## src/rtl/lcm_seq.sv

```systemverilog
// Sequential least-common-multiple engine: two accumulators step by X and Y
// until they meet, one addition per clock, with a Start/Busy/Done handshake.
module lcm_seq #(
  parameter int WIDTH = 8
) (
  input  logic               Clk,
  input  logic               Reset_n,
  input  logic [WIDTH-1:0]   X,
  input  logic [WIDTH-1:0]   Y,
  input  logic               Start,
  output logic               Busy,
  output logic               Done,
  output logic [2*WIDTH-1:0] Lcm_output,
  output logic [2*WIDTH-1:0] Steps
);

  localparam int RW = 2 * WIDTH;

  typedef enum logic [1:0] {S_IDLE, S_RUN, S_DONE} state_t;

  state_t        state_q, state_d;
  logic [RW-1:0] xa_q, xa_d;
  logic [RW-1:0] yb_q, yb_d;
  logic [RW-1:0] m1_q, m1_d;
  logic [RW-1:0] m2_q, m2_d;
  logic [RW-1:0] cnt_q, cnt_d;
  logic [RW-1:0] lcm_q, lcm_d;
  logic [RW-1:0] steps_q, steps_d;

  always_ff @(posedge Clk or negedge Reset_n) begin
    if (!Reset_n) begin
      state_q <= S_IDLE;
      xa_q    <= '0;
      yb_q    <= '0;
      m1_q    <= '0;
      m2_q    <= '0;
      cnt_q   <= '0;
      lcm_q   <= '0;
      steps_q <= '0;
    end else begin
      state_q <= state_d;
      xa_q    <= xa_d;
      yb_q    <= yb_d;
      m1_q    <= m1_d;
      m2_q    <= m2_d;
      cnt_q   <= cnt_d;
      lcm_q   <= lcm_d;
      steps_q <= steps_d;
    end
  end

  always_comb begin
    state_d = state_q;
    xa_d    = xa_q;
    yb_d    = yb_q;
    m1_d    = m1_q;
    m2_d    = m2_q;
    cnt_d   = cnt_q;
    lcm_d   = lcm_q;
    steps_d = steps_q;
    case (state_q)
      S_IDLE: begin
        if (Start) begin
          xa_d  = {{WIDTH{1'b0}}, X};
          yb_d  = {{WIDTH{1'b0}}, Y};
          m1_d  = {{WIDTH{1'b0}}, X};
          m2_d  = {{WIDTH{1'b0}}, Y};
          cnt_d = '0;
          // A zero operand would never let the accumulators meet.
          if (X == '0 || Y == '0) begin
            lcm_d   = '0;
            steps_d = '0;
            state_d = S_DONE;
          end else begin
            state_d = S_RUN;
          end
        end
      end
      S_RUN: begin
        if (m1_q < m2_q) begin
          m1_d  = m1_q + xa_q;
          cnt_d = cnt_q + 1'b1;
        end else if (m1_q > m2_q) begin
          m2_d  = m2_q + yb_q;
          cnt_d = cnt_q + 1'b1;
        end else begin
          lcm_d   = m1_q;
          steps_d = cnt_q;
          state_d = S_DONE;
        end
      end
      S_DONE: state_d = S_IDLE;
      default: state_d = S_IDLE;
    endcase
  end

  assign Busy       = (state_q == S_RUN);
  assign Done       = (state_q == S_DONE);
  assign Lcm_output = lcm_q;
  assign Steps      = steps_q;

endmodule

```

## config.mk

```make
export PLATFORM = sky130hd
export DESIGN_NAME = lcm_seq
export DESIGN_NICKNAME = d
export VERILOG_FILES = /design/src/rtl/lcm_seq.sv
export SDC_FILE = /design/constraint.sdc
export NUM_CORES = 1
export LEC_CHECK = 0
export ABC_AREA = 1
export ABC_CLOCK_PERIOD_IN_PS = 3900
export BUFFER_PORTS_ARGS = -buffer_cell sky130_fd_sc_hd__buf_2
export CORE_UTILIZATION = 60
export DETAILED_ROUTE_END_ITERATION = 16
export PLACE_DENSITY = 0.8
export REMOVE_ABC_BUFFERS = 1
export SYNTH_ARGS = -nofsm -noshare
export SYNTH_HDL_FRONTEND = slang
export SYNTH_SLANG_ARGS = --single-unit
```

## constraint.sdc

```tcl
create_clock -name Clk -period 3.9 [get_ports Clk]
set_clock_uncertainty 0.15 [all_clocks]
set_input_delay 0 -clock Clk [delete_from_list [all_inputs] [get_ports Clk]]
set_output_delay 0 -clock Clk [all_outputs]
set_load 0.005 [all_outputs]
```

* Word-level counts from Yosys, hierarchy flattened
Index checks and enable logic that the tools add are counted.
** Word-level totals
- Output and inout port bits :: 34
- Register bits after elaboration :: 98
- Word-level logic and storage cells :: 57
- Input port bits :: 19
** Operators by class
- $lt $le $gt $ge :: 2
- Reductions and logical operators :: 11
- Add/subtract/negate cells :: 3
- Equality and inequality tests :: 9
- Muxes and demuxes :: 24
** Operator list (number)
- $mux 16 :: 14
- $pmux 16 s2 :: 5
- $add 16x8->16 :: 2
- $add 16x1->16 const B :: 1
- $gt 16x16->1 :: 1
- $logic_not 8->1 :: 2
- $lt 16x16->1 :: 1
- $reduce_and 3->1 :: 3
- $mux 2 :: 4
- $ne 2x2->1 const B :: 4
- $reduce_and 5->1 :: 1
- $ne 2x1->1 const B :: 2
- $pmux 2 s2 :: 1
- $reduce_and 4->1 :: 1
- $ne 3x1->1 const B :: 1
- $eq 2x1->1 const B :: 1
- $eq 2x2->1 const B :: 1
- $logic_not 2->1 :: 1
- $reduce_and 2->1 :: 1
- $reduce_bool 2->1 :: 1
- $logic_or 1x1->1 :: 1

* Depth between registers and ports, before layout
Gate-level depths: netlist of the first run.
- Depth in word-level cells :: 5
- Depth in mapped cells :: 17
- Gate-level depth less buffers :: 17

* Worst setup path before layout of the first run
Ideal clock, no wire load.
- Path type :: reg2reg
- From :: register m1_q[11]
- To :: register cnt_q[12]
- Period minus slack after synthesis :: 1994 ps
- Slack :: 1906 ps
- Arrival time :: 1727 ps
- Cell stages (with the launch flop) :: 9
- Setup time :: 117 ps
- Buffers on the path :: 1
- Data required time :: 3633 ps
- Path through :: dfrtp_1 ha_1 a21oi_1 nand2_1 a21oi_2 nand4_1 buf_2 nand3_1 nand2_1
** On the way
- Word-level cells in the longest chain between the ends :: 3
** RTL lines
- start: declaration :: RTL line 24 : logic [RW-1:0] m1_q, m1_d;
- start signal: assignment :: RTL line 44 : m1_q <= m1_d;
- $lt 16x16->1 or $gt 16x16->1 (tied branches) :: RTL line 80, 83
- $ne 3x1->1 (no line) or $mux 16 (tied branches)
- $reduce_and 3->1 (no line) or $pmux 16 s2 (tied branches)
- end signal: assignment :: RTL line 46 : cnt_q <= cnt_d;
- end: declaration :: RTL line 26 : logic [RW-1:0] cnt_q, cnt_d;
Several ways; a longest one is shown, not always the timed one.
A chain may end at the register's enable or synchronous reset.

* Final worst setup path of the first run
- From :: register m2_q[14]
- To :: register steps_q[6], in the netlist Steps[6]
** On the way
- Word-level cells in the longest chain between the ends :: 3
** RTL lines
- start: declaration :: RTL line 25 : logic [RW-1:0] m2_q, m2_d;
- start signal: assignment :: RTL line 45 : m2_q <= m2_d;
- $gt 16x16->1 or $lt 16x16->1 (tied branches) :: RTL line 83, 80
- $ne 2x2->1 (no line)
- $reduce_and 5->1 (no line) *
- end signal: assignment :: RTL line 48 : steps_q <= steps_d;
- end: declaration :: RTL line 28 : logic [RW-1:0] steps_q, steps_d;
Every way passes the cells marked *; elsewhere a longest branch is shown, timed or not.

==> flow_metrics.env, run 1 <==
export IMPL_slew_viol_final=0
export IMPL_hold_viol=0
export IMPL_muxShareOfSynthArea_pct=0.924
export IMPL_async_flop_share_pct=100
export IMPL_final_util_pct=69.1
export IMPL_p_clk_share_pct=9.7
export IMPL_p_switching_mw=3.30
export IMPL_cts_resized=0
export IMPL_max_slew_margin_pct=39.2
export IMPL_yosysSeqAreaShare_pct=40.3
export IMPL_drc=0
export IMPL_powerDensity_nw_per_um2=925
export IMPL_ant_nets=0
export IMPL_fmaxAchievable_mhz=344
export IMPL_slowest_stage="nand4_1"
export IMPL_yosysWarnings=0
export IMPL_critPathCaptureType="flip-flop"
export IMPL_path_class="flip-flop to flip-flop"
export IMPL_synth_top_cell_area_share_pct=40.3
export IMPL_tns_ns=0
export IMPL_synth_area_sq_um=6090
export IMPL_timing_rr_end="Steps[6]$_DFFE_PN0P_"
export IMPL_cts_buffers=9
export IMPL_setup_slack_ns=0.995
export IMPL_h_tree_depth=3
export IMPL_dieWidth_microns=103
export IMPL_gp_congestion=0.936
export IMPL_internal_power_mw=2.98
export IMPL_grt_max_degree=71
export IMPL_placed_area_sq_um=6430
export IMPL_crit_top_cell="nand2_1"
export IMPL_cpPeakStageDelay_ns=0.63
export IMPL_pwr_share_seq_pct=27.8
export IMPL_synthDistinctLibCells=41
export IMPL_post_route_min_period_ns=2.91
export IMPL_clockBufferDepth=2
export IMPL_rr_worst_depth=12
export IMPL_fin_cells=1044
export IMPL_p_leak_nw=3.74
export IMPL_cts_root_buf="clkbuf_8"
export IMPL_yosys_area_share_simple_pct=32.9
export IMPL_crit_path_cell_trace="inv_1 -> ha_1 -> nand2_1 -> nor2_2 -> nand2_1 -> clkinv_1 -> nand2_1 -> nand3_2 -> nand4_1 -> buf_12 -> nand2_1 -> nand2_1"
export IMPL_synthXorXnorAreaFrac_pct=1.29
export IMPL_worst_pin_slew_ns=0.912
export IMPL_vias_per_cell=5.47
export IMPL_start_kind="flip-flop"
export IMPL_firstDrtPassIters=6
export IMPL_avgSynthCellArea_sq_um=7.23
export IMPL_synth_area_leaders="dfrtp_1 40%, nand2_1 18%, ha_1 6.8%, nand3_1 5.8%, inv_1 5.2%"
export IMPL_max_cap_violations=0
export IMPL_timing_rr_start="m2_q[14]$_DFFE_PN0P_"
export IMPL_setup_viol=0
export IMPL_rsz0062_at_grt="no"
export IMPL_p_sw_share_pct=52.5
export IMPL_syn_inst=843
export IMPL_status="complete, no violations"
export IMPL_worstPathRequired_ns=4.02
export IMPL_synthTopCellsByCount="296 x nand2_1, 98 x dfrtp_1, 85 x inv_1"
export IMPL_vias=5712
export IMPL_dp_cells=1010
export IMPL_synth_seq_cells=98
export IMPL_final_nets=960
export IMPL_pre_cts_slack_ns=1.01
export IMPL_ios=53
export IMPL_synth_top_family_by_area="simple AND/OR/NAND/NOR gates"
export IMPL_rows=36
export IMPL_num_fill_cells=848
export IMPL_clkTransAtPathRegs_ns=0.10
export IMPL_fin_area_sq_um=6780
export IMPL_grt_pass1_wl_microns=25100
export IMPL_initial_core_util_pct=62.0
export IMPL_synth_compound_area_share_pct=8.83
export IMPL_hpwl_microns=10500
export IMPL_arrival_ns=3.02
export IMPL_insertion_delay_ns=0.37
export IMPL_grt_usage_pct=30.9
export IMPL_synth_ff_type="dfrtp_1"
export IMPL_grt_pass1_vias=5273
export IMPL_ir_drop_mv=0.926
export IMPL_synth_area_leader_cell="dfrtp_1"
export IMPL_dieArea_sq_um=10600
export IMPL_port_buffer_count=52
export IMPL_cts_hold_buf=18
export IMPL_yosysMostFrequentCell="nand2_1"
export IMPL_grt_antenna_before_repair=0
export IMPL_hp_class="input port to asynchronous set/reset pin"
export IMPL_synth_fa_ha_area_share_pct=7.43
export IMPL_post_cts_setup_buffer_count=0
export IMPL_avgRoutedWirePerCell_microns=14.3
export IMPL_grt_overflow=0
export IMPL_cp_max_fo=19
export IMPL_cts_sinks=98
export IMPL_drt_iter0_markers=426
export IMPL_pwr_share_comb_pct=62.5
export IMPL_worst_path_buf_inv=3
export IMPL_drive_above_1_share_pct=10.6
export IMPL_synth_edf_count=0
export IMPL_cts_tree="built"
export IMPL_ff2ff_setup_slack_ns=0.99
export IMPL_die_h_microns=103
export IMPL_cp_top_family="simple AND/OR/NAND/NOR gates"
export IMPL_fin_crit_sh_pct=74.5
export IMPL_wirelength_microns=14900
export IMPL_diodes=0
export IMPL_core_area_sq_um=9820
export IMPL_area_delta_synth_final_pct=11.3
power groups by stage:
stage	registers (mW)	clock network [mW]	logic, mW
after floorplan	1.69	0	2.82
after global placement	1.74	0	3.72
after detailed placement	1.76	0	3.84
after CTS	1.74	0.618	3.88
after global routing	1.80	0.657	4.51
final	1.74	0.608	3.92
cell families after synthesis:
kind of cell / count (synthesis)
AND/OR/NAND/NOR: 482
buffers and inverters: 117
flip-flops: 98
AO/OA/AOI/OAI: 97
adder cells (fa/ha/maj): 35
XOR/XNOR: 9
multiplexers: 5
routing by layer:
layer	GRT usage, %	up-vias	part of all wire [%]	wire, microns
met4	11.8	0	2.3	340
li1	-	2831	-	-
met5	0	-	0	0
met2	48.9	207	45	6760
met1	42.7	2648	46	6800
met3	5.08	26	6.6	975
layout make-up:
class	count	area [sq um]	share of cell area [%]
multi-input cells	628	3130	46.2
flip-flops and latches	98	2450	36.2
repair buffers	77	508	7.49
inverters	92	350	5.17
well taps	133	166	2.45
clock buffers	11	141	2.08
clock inverters	5	30.0	0.443
registers in the layout, summed over array words and instances, names as in the netlist:
register and count:
Lcm_output 16, Steps 16, cnt_q 16, m1_q 16, m2_q 16, xa_q 8, yb_q 8, state_q 2
per-stage QoR:
| stage | power, mW | hold WS (ns) |
|---|---|---|
| detailed placement | 5.60 | 0.0444 |
| finish | 6.28 | 0.151 |
| global route | 6.96 | 0.253 |
| global placement | 5.46 | 0.0294 |
| floorplan | 4.51 | -0.446 |
| CTS | 6.24 | 0.176 |
placed cells by master, fill, tap and decap left out, types with 4 or more instances in the layout:
master / count
nand2_1: 296
dlygate4sd3_1: 18
a21oi_1: 26
inv_2: 5
mux2_2: 5
inv_1: 85
ha_1: 33
o211ai_1: 5
xor2_1: 6
nor2_1: 75
o21ai_1: 10
buf_2: 51
buf_4: 7
nand3_1: 71
clkbuf_8: 10
o21ai_0: 43
dfrtp_1: 98
nor3_1: 13
a21o_1: 4
nand4_1: 12
worst max path at each step:
stage / startpoint / end / depth (start not counted)
after floorplan: m2_q[14]$_DFFE_PN0P_ / Lcm_output[0]$_DFFE_PN0P_ / 9
after global placement: m2_q[14]$_DFFE_PN0P_ / Steps[3]$_DFFE_PN0P_ / 12
after detailed placement: m2_q[14]$_DFFE_PN0P_ / Steps[6]$_DFFE_PN0P_ / 12
after CTS: m2_q[14]$_DFFE_PN0P_ / Steps[6]$_DFFE_PN0P_ / 12
after global routing: m2_q[14]$_DFFE_PN0P_ / Steps[2]$_DFFE_PN0P_ / 12
final: m2_q[14]$_DFFE_PN0P_ / Steps[6]$_DFFE_PN0P_ / 12
worst register-to-register path: stages (launching register included):
cell	delay [ns]
dfrtp_1	0.43
inv_1	0.09
ha_1	0.27
nand2_1	0.07
nor2_2	0.15
nand2_1	0.16
clkinv_1	0.07
nand2_1	0.09
nand3_2	0.13
nand4_1	0.63
buf_12	0.42
nand2_1	0.08
nand2_1	0.06
(Power assumes the default switching activity.)
==> run 2: changes to the inputs <==
Settings changed: ABC_CLOCK_PERIOD_IN_PS 3900 to 3000.
Clock period 3.9 ns to 3 ns, I/O delays scaled along.
==> run 2 against run 1 <==
Count of clock-buffer cells in the layout is 1 higher. Final area is 0.42% higher. Fmax is 12% higher. Largest cell class unchanged. Sequential power is 30% higher.
==> flow_metrics.env, run 2 (synthesis gave the netlist of run 1 again) <==
export IMPL_ir_drop_mv=1.03
export IMPL_fin_crit_sh_pct=86.8
export IMPL_worstPathRequired_ns=3.16
export IMPL_dieArea_sq_um=10600
export IMPL_cp_endpoint="cnt_q[14]$_DFFE_PN0P_"
export IMPL_slowest_stage="dfrtp_1"
export IMPL_clkTransAtPathRegs_ns=0.09
export IMPL_grt_max_degree=58
export IMPL_crit_path_cell_trace="inv_1 -> ha_1 -> nand2_1 -> nor2_2 -> nand2_1 -> clkinv_1 -> nand2_1 -> nand2_1 -> nand2_1 -> nand2_2 -> clkinv_4 -> nand2_2 -> nand2_1 -> nand2_1"
export IMPL_ff2ff_setup_slack_ns=0.39
export IMPL_rr_worst_depth=14
export IMPL_path_depth=14
export IMPL_vias=5771
export IMPL_cts_root_buf="clkbuf_8"
export IMPL_insertion_delay_ns=0.37
export IMPL_dieWidth_microns=103
export IMPL_regArea_sq_um=2450
export IMPL_cts_buffers=9
export IMPL_cts_tree="built"
export IMPL_grt_overflow=0
export IMPL_drt_iter0_markers=510
export IMPL_grt_pass1_vias=5399
export IMPL_cp_top_family="simple AND/OR/NAND/NOR gates"
export IMPL_final_nets=962
export IMPL_tns_ns=0
export IMPL_gp_congestion=0.928
export IMPL_firstDrtPassIters=5
export IMPL_p_leak_nw=3.76
export IMPL_setup_viol=0
export IMPL_cts_hold_buf=18
export IMPL_slew_viol_final=0
export IMPL_hold_viol=0
export IMPL_vias_per_cell=5.52
export IMPL_grt_antenna_before_repair=0
export IMPL_ant_nets=0
export IMPL_rows=36
export IMPL_h_tree_depth=3
export IMPL_grt_pass1_wl_microns=25200
export IMPL_num_fill_cells=856
export IMPL_cts_resized=0
export IMPL_critPathCaptureType="flip-flop"
export IMPL_crit_top_cell="nand2_1"
export IMPL_wirelength_microns=15000
export IMPL_fin_area_sq_um=6810
export IMPL_status="complete, no violations"
export IMPL_layout_commonest_cell="nand2_1"
export IMPL_arrival_ns=2.77
export IMPL_clockBufferDepth=2
export IMPL_hp_class="input port to asynchronous set/reset pin"
export IMPL_port_buffer_count=52
export IMPL_placed_area_sq_um=6440
export IMPL_die_h_microns=103
export IMPL_grt_usage_pct=31.0
export IMPL_powerDensity_nw_per_um2=1220
export IMPL_avgRoutedWirePerCell_microns=14.4
export IMPL_post_cts_setup_buffer_count=0
export IMPL_path_class="flip-flop to flip-flop"
export IMPL_cpPeakStageDelay_ns=0.41
export IMPL_multiInputGateArea_sq_um=3130
export IMPL_max_cap_violations=0
export IMPL_timing_rr_end="cnt_q[14]$_DFFE_PN0P_"
export IMPL_mostFrequentLayoutCells="296 x nand2_1, 98 x dfrtp_1, 85 x inv_1"
export IMPL_diodes=0
export IMPL_area_delta_synth_final_pct=11.8
export IMPL_max_slew_margin_pct=31.0
export IMPL_worst_path_buf_inv=3
export IMPL_drc=0
export IMPL_initial_core_util_pct=62.0
export IMPL_core_area_sq_um=9820
export IMPL_fmaxAchievable_mhz=384
export IMPL_timing_rr_start="m2_q[14]$_DFFE_PN0P_"
export IMPL_start_kind="flip-flop"
export IMPL_rsz0062_at_grt="no"
export IMPL_cp_max_fo=37
export IMPL_cts_sinks=98
export IMPL_hpwl_microns=10500
export IMPL_ios=53
export IMPL_drive_above_1_share_pct=10.6
export IMPL_worst_pin_slew_ns=1.03
export IMPL_startpoint="m2_q[14]$_DFFE_PN0P_"
export IMPL_post_route_min_period_ns=2.61
run 2: changes by cell type in the layout (fill, tap and decap cells not counted):
cell | previous run | this run
bufinv_16 | 0 | 1
buf_4 | 7 | 9
clkinv_2 | 3 | 2
clkbuf_1 | 1 | 2
clkinvlp_4 | 2 | 0
run 2: cell type report:
type | count | area share (%)
tap | 133 | 2.44
multi-input combinational | 628 | 46.0
clock inverter | 3 | 0.588
timing repair buffer | 79 | 7.68
inverter | 92 | 5.14
clock buffer | 12 | 2.13
sequential | 98 | 36.0
run 2: metrics by stage:
step,total power [mW],hold slack [ns],instances,utilization [%],worst slack [ns]
after detailed placement,7.31,-0.0670,1012,65.6,0.436
after floorplan,5.86,-0.446,818,-,0.543
after global routing,9.12,0.152,1045,69.4,0.165
after global placement,7.16,-0.0760,1012,65.6,0.543
final,8.30,0.0595,1045,69.4,0.395
after CTS,8.23,0.0748,1045,69.4,0.403
run 2: worst reg2reg max path: cells and delay by family (launching register included):
| family | cells | cell delay, ns |
|---|---|---|
| simple gates | 10 | 1.26 |
| fa+ha+maj | 1 | 0.27 |
| buf+inv | 3 | 0.46 |
| flops | 1 | 0.41 |
run 2: layer usage:
metal / up-vias / track usage, % / part of all wire [%]
met4: 0 / 11.8 / 2.1
li1: 2835 / - / -
met5: - / 0 / 0
met2: 231 / 49.8 / 46
met1: 2675 / 43.4 / 45
met3: 30 / 3.39 / 6.9
run 2: worst min-delay path by stage:
stage | startpoint | end | cells past startpoint
after global placement | Reset_n | Lcm_output[15]$_DFFE_PN0P_ | 1
after global routing | Reset_n | Lcm_output[15]$_DFFE_PN0P_ | 2
after floorplan | Reset_n | Lcm_output[0]$_DFFE_PN0P_ | 0
after CTS | Reset_n | Lcm_output[15]$_DFFE_PN0P_ | 2
final | Reset_n | Lcm_output[15]$_DFFE_PN0P_ | 2
after detailed placement | Reset_n | Lcm_output[15]$_DFFE_PN0P_ | 1
run 2: power by group:
group / leakage, nW / internal (mW) / switching, mW
registers: 1.25 / 1.86 / 0.405
clock network: 0.0962 / 0.402 / 0.449
logic: 2.42 / 1.74 / 3.45
total: 3.76 / 4.00 / 4.30
